[config.mk]
export PLATFORM = sky130hd
export DESIGN_NAME = mux_rr_8
export DESIGN_NICKNAME = d
export VERILOG_FILES = /design/src/rtl/mux_rr_8.sv
export SDC_FILE = /design/constraint.sdc
export NUM_CORES = 1
export LEC_CHECK = 0
export ABC_CLOCK_PERIOD_IN_PS = 9600
export CAP_MARGIN = 20
export CORE_ASPECT_RATIO = 0.6
export CORE_MARGIN = 1.5
export CORE_UTILIZATION = 48
export CTS_BUF_LIST = sky130_fd_sc_hd__clkbuf_2
export DETAILED_ROUTE_END_ITERATION = 10
export PLACE_DENSITY = 0.89
export SKIP_CTS_REPAIR_TIMING = 1
export SYNTH_ARGS = -nofsm -noshare
export SYNTH_HDL_FRONTEND = slang
export SYNTH_SLANG_ARGS = --single-unit
[constraint.sdc]
create_clock -name clk -period 9.6 [get_ports clk]
set_clock_uncertainty 0.05 [all_clocks]
set_input_delay 1.92 -clock clk [delete_from_list [all_inputs] [get_ports clk]]
set_output_delay 1.92 -clock clk [all_outputs]
set_load 0.05 [all_outputs]
[src/rtl/mux_rr_8.sv]
// mux_rr_8 : eight-channel round-robin multiplexer with a one-entry output register.
//
// Each cycle the arbiter searches the channels with in_valid high, starting at the
// round-robin pointer and wrapping 7 -> 0, and grants the first one it finds. The
// granted word is captured into the output register together with its channel
// index. The pointer then moves to the channel after the winner, so every
// requester is served within seven other grants.
//
// Ports
//   clk        : single clock, all state updates on the rising edge
//   rst        : synchronous active-high reset
//   in_data    : eight channel words, channel i at [i*DATA_W +: DATA_W]
//   in_valid   : per-channel valid
//   in_ready   : per-channel accept, one-hot or zero, combinational
//   out_data   : registered multiplexed word
//   out_sel    : index of the channel that supplied out_data
//   out_valid  : out_data/out_sel hold a word
//   out_ready  : downstream accept
module mux_rr_8 #(
    parameter int DATA_W = 8
) (
    input  logic                  clk,
    input  logic                  rst,
    input  logic [8*DATA_W-1:0]   in_data,
    input  logic [7:0]            in_valid,
    output logic [7:0]            in_ready,
    output logic [DATA_W-1:0]     out_data,
    output logic [2:0]            out_sel,
    output logic                  out_valid,
    input  logic                  out_ready
);

    logic [2:0]        ptr_q;
    logic [2:0]        ptr_d;
    logic [DATA_W-1:0] outData_q;
    logic [DATA_W-1:0] outData_d;
    logic [2:0]        outSel_q;
    logic [2:0]        outSel_d;
    logic              outValid_q;
    logic              outValid_d;

    logic              load;
    logic              found;
    logic [2:0]        grantIdx;
    logic              doGrant;

    // The output register can take a new word when it is empty or being drained.
    assign load = !outValid_q || out_ready;

    // Search upward from the pointer; the 3-bit sum wraps naturally from 7 to 0,
    // so the first hit is the round-robin winner.
    always_comb begin
        found    = 1'b0;
        grantIdx = 3'd0;
        for (int k = 0; k < 8; k++) begin
            if (!found && in_valid[ptr_q + 3'(k)]) begin
                found    = 1'b1;
                grantIdx = ptr_q + 3'(k);
            end
        end
    end

    // Reset blocks the grant so no word is consumed while state is being cleared.
    assign doGrant  = load && found && !rst;
    assign in_ready = doGrant ? (8'b0000_0001 << grantIdx) : 8'b0000_0000;

    // Next-state: a grant loads the register and advances the pointer past the
    // winner; an idle load empties the register but keeps data, index and pointer;
    // a stall (no load) holds everything.
    always_comb begin
        ptr_d      = ptr_q;
        outData_d  = outData_q;
        outSel_d   = outSel_q;
        outValid_d = outValid_q;
        if (load) begin
            if (found) begin
                outData_d  = in_data[32'(grantIdx) * DATA_W +: DATA_W];
                outSel_d   = grantIdx;
                outValid_d = 1'b1;
                ptr_d      = grantIdx + 3'd1;
            end else begin
                outValid_d = 1'b0;
            end
        end
    end

    // Reset discards any held word, accepted downstream or not, and restarts
    // arbitration at channel 0.
    always_ff @(posedge clk) begin
        if (rst) begin
            ptr_q      <= 3'd0;
            outData_q  <= '0;
            outSel_q   <= 3'd0;
            outValid_q <= 1'b0;
        end else begin
            ptr_q      <= ptr_d;
            outData_q  <= outData_d;
            outSel_q   <= outSel_d;
            outValid_q <= outValid_d;
        end
    end

    assign out_data  = outData_q;
    assign out_sel   = outSel_q;
    assign out_valid = outValid_q;

endmodule

==> key figures <==
Worst setup path
  • Worst EP arrival: about 6.3 ns
  • Critical R2R Capture: out_data[6]
  • Delay contributed by the slowest stage of the critical path: 1.01 ns
  • Cells along the critical path: clkinv_1, ha_1, mux4_1, mux2_2, nor2_1, o311a_1, o32ai_1, a31o_2, nor2_1, ha_1, and2_1, clkdlybuf4s50_1
  • Startpoint of the most critical register-to-register path: ptr_q[0]
  • Critical path launch point type: register
  • Type of the worst setup path: register to primary output
  • Peak fanout along the critical path: 24
  • Required time of the critical path: around 7.6 ns
  • Critical-path top delay cell: sky130_fd_sc_hd__dfxtp_1
  • Type of element capturing the critical path: primary output
  • Worst reg-to-reg setup slack: between 3 and 4 ns
  • Register-to-Register Path Depth: 11

Synth
  • Number of enable flip-flop cells after synthesis: 0
  • Post-synthesis compound-gate area fraction: 0.197
  • Cell Area, Synth: about 0.0023 mm2
  • Number of instances in the synthesized netlist: roughly 270
  • Per-instance average area after synthesis: around 8.5 um2
  • Mux contribution to synthesized area: 0.367
  • Predominant post-synthesis flop cell: sky130_fd_sc_hd__dfxtp_1
  • Largest family of logic cells by synthesized area: multiplexers
  • Simple-gate share of the synthesized area: 0.191
  • Number of warnings issued by yosys: 0
  • Parity-gate share of the synthesized area counting xor and xnor cells: 0.0267
  • Synthesized netlist net count: roughly 340
  • Post-synth ARST share: 0
  • Part of the Yosys area used for sequential elements: 0.133
  • Arithmetic-cell share of the synthesized area counting full adders, half adders and majority gates: 0.0167
  • Yosys reg bits: 15
  • Count of different cell masters after synthesis: 50

Global routing
  • Initial antenna violation count: 0
  • Overflow left after global routing: 0
  • Via count of the first global-routing pass: roughly 2,400
  • Gr usage total: 0.292
  • First-pass GRT wire length: 11.8 mm
  • Maximum number of pins on one net before global-route repair: 25

Placed design
  • Number of port buffers: between 90 and 100
  • Detailed-placement wirelength estimate: between 5 and 6 mm
  • RePlAce Congestion: roughly 0.97

Layout
  • Area growth from synthesis to layout: 41.4%
  • Number of nets at the end of the flow: between 400 and 500
  • Proportion of layout cells with a drive suffix above 1: 0.0951
  • Area occupied by registers: between 300 and 400 um2
  • Commonest non-fill, non-tap cell in the layout: sky130_fd_sc_hd__clkdlybuf4s50_1
  • Top library cells by usage in the layout, fill and taps aside: sky130_fd_sc_hd__clkdlybuf4s50_1 (94), sky130_fd_sc_hd__mux2i_1 (54), sky130_fd_sc_hd__nand2_1 (26)
  • ANT cells: 0
  • Area of the multi-input gates: 0.00180 mm2
  • Fillers: around 370

Detailed routing
  • Drt total wl: about 7.4 mm
  • Number of search-and-repair iterations in the first detailed-routing pass: 5
  • Antenna-violating nets left: 0
  • Initial DRC count: 310
  • Count of vias placed by the detailed router: around 2,500
  • Routed length per placed instance: about 18 um
  • Drc violations: 0
  • Number of vias per cell: about 6

Power and ir drop
  • Internal power of the cells: 537 uW
  • Power per Cell Area: 382 mW/mm2
  • Proportion of total power due to net switching: 0.559
  • Fraction of power consumed by the clock network: 0.029
  • Leakage power total: ~0.0013 uW
  • Peak supply drop: roughly 0.22 mV
  • Power consumption: between 1000 and 1500 uW
  • Reg power frac: 0.099
  • Gate power share: 0.872
  • Net switching power: ~680 uW

CTS
  • Clock slew at reported path FFs: about 0.18 ns
  • CTS buffer count: 3
  • Clock latency on the worst-skew pair: 0.32 ns
  • TritonCTS Sinks: 15
  • Clock buffer depth: 2
  • Total number of H-tree levels: 1
  • Clock tree root driver cell: sky130_fd_sc_hd__clkbuf_2
  • Clock tree from TritonCTS: yes

Timing
  • Actual slew at the worst max-slew pin: between 0.9 and 1 ns
  • Post-route minimum period: between 8 and 9 ns
  • Max Slew Vio Count: 0
  • Normalized max-slew margin: 0.342
  • Final setup viols: 0
  • Hold Violations, Final: 0
  • Post-route setup TNS: 0 ns
  • Setup repair after global routing missed its margin: no
  • Final period utilization: 0.860
  • Highest achievable clock rate: between 100 and 150 MHz

Hold path
  • Worst Hold Path EP: out_sel[2]
  • Startpoint of the lowest-slack hold path: out_sel[2]
  • Hold crit path type: register to register
  • Number of cells on the worst hold path: 2

Status
  • Status: finished, final reports clean

Die
  • Std-Cell Core Area: about 0.0045 mm2
  • # rows: 19
  • Vertical extent of the die: ~56 um
  • Horizontal die dimension: ~91 um
  • Number of top-level pins: 95
  • Area enclosed by the die boundary: approximately 0.0051 mm2
  • Starting Density: 0.496

Run
  • Max-capacitance violation count: 0
==> cells in the mapped netlist (all sizes together) (2+ instances only) <==
master  count  area, um2
a211oi     12        103
a21o        3       22.5
a21oi       8       40.0
a22oi      10       75.1
a31o        2       17.5
a31oi       2       12.5
and2        5       31.3
and3       10       62.6
buf        15        116
clkbuf      4       15.0
dfxtp      15        300
ha          3       37.5
inv         5       18.8
mux2        7       78.8
mux2i      54        541
mux4        9        206
nand2      26       97.6
nand3      11       60.1
nand4       2       12.5
nor2       25       93.8
nor3        5       35.0
o211ai      4       30.0
o21ai       2       10.0
or2         3       18.8
or3         2       12.5
xnor2       4       42.6
xor2        2       17.5
==> layout make-up <==
type,count,share of cell area
Clock buffer,3,0.00471
Clock inverter,1,0.00236
Inverter,6,0.00707
Multi-Input combinational cell,225,0.564
Sequential cell,15,0.0943
Tap cell,63,0.0247
Timing Repair Buffer,97,0.302
==> logic make-up (layout without fill, tap and decap cells) <==
family | Yosys count | count (layout)
muxes | 70 | 70
xor gates and xnor gates | 6 | 6
DFF | 15 | 15
adders and majority gates | 3 | 3
and+or+nand+nor | 90 | 90
AOI/OAI and AO/OA | 56 | 56
buffers and inverters | 25 | 107
==> metrics by stage <==
stage	instance area (um2)	hold slack [ns]	worst slack, ns	instances	utilization
after floorplan	2250	0.560	2.56	265	-
after global placement	3160	0.422	1.88	406	0.697
after detailed placement	3160	0.444	1.78	406	0.697
after CTS	3190	0.483	1.43	410	0.702
after global routing	3190	0.520	0.924	410	0.702
final	3190	0.484	1.34	410	0.702
==> critical path: cells and delay by family, from the launching register on <==
| family | cells | cell delay [ns] |
|---|---|---|
| and+or+nand+nor | 3 | 0.64 |
| adders and majority gates | 2 | 1.09 |
| AOI/OAI and AO/OA | 3 | 0.85 |
| buffers and inverters | 2 | 1.32 |
| DFF | 1 | 1.01 |
| muxes | 2 | 1.04 |
==> sequential cells by signal, summed over array words and instances (netlist names) <==
name / count
ptr_q: 3
out_valid: 1
out_sel: 3
out_data: 8
==> worst max path at each step <==
stage	startpoint	endpoint	depth (start not counted)	slack, ns
6_report	ptr_q[0]	in_ready[7]	12	1.34
5_1_grt	ptr_q[0]	in_ready[5]	10	0.92
4_1_cts	ptr_q[0]	in_ready[5]	10	1.43
3_5_place_dp	in_valid[1]	in_ready[5]	9	1.78
3_3_place_gp	in_valid[4]	in_ready[7]	11	1.88
2_1_floorplan	in_valid[2]	in_ready[5]	10	2.56
==> power by group through the flow <==
stage	clock, uW	combinational (uW)	sequential (uW)
2_1_floorplan	0	795	172
3_3_place_gp	0	1030	120
3_5_place_dp	0	1040	121
4_1_cts	34.8	1050	120
5_1_grt	38.1	1130	126
6_report	34.9	1060	121
==> layer usage <==
metal	vias up	track usage	routed length, um
met1	1183	0.404	3130
met3	8	0.0738	747
li1	1167	-	-
met4	0	0.0536	58
met2	138	0.464	3490
met5	-	0	0
Power figures use the tool's default switching activity.
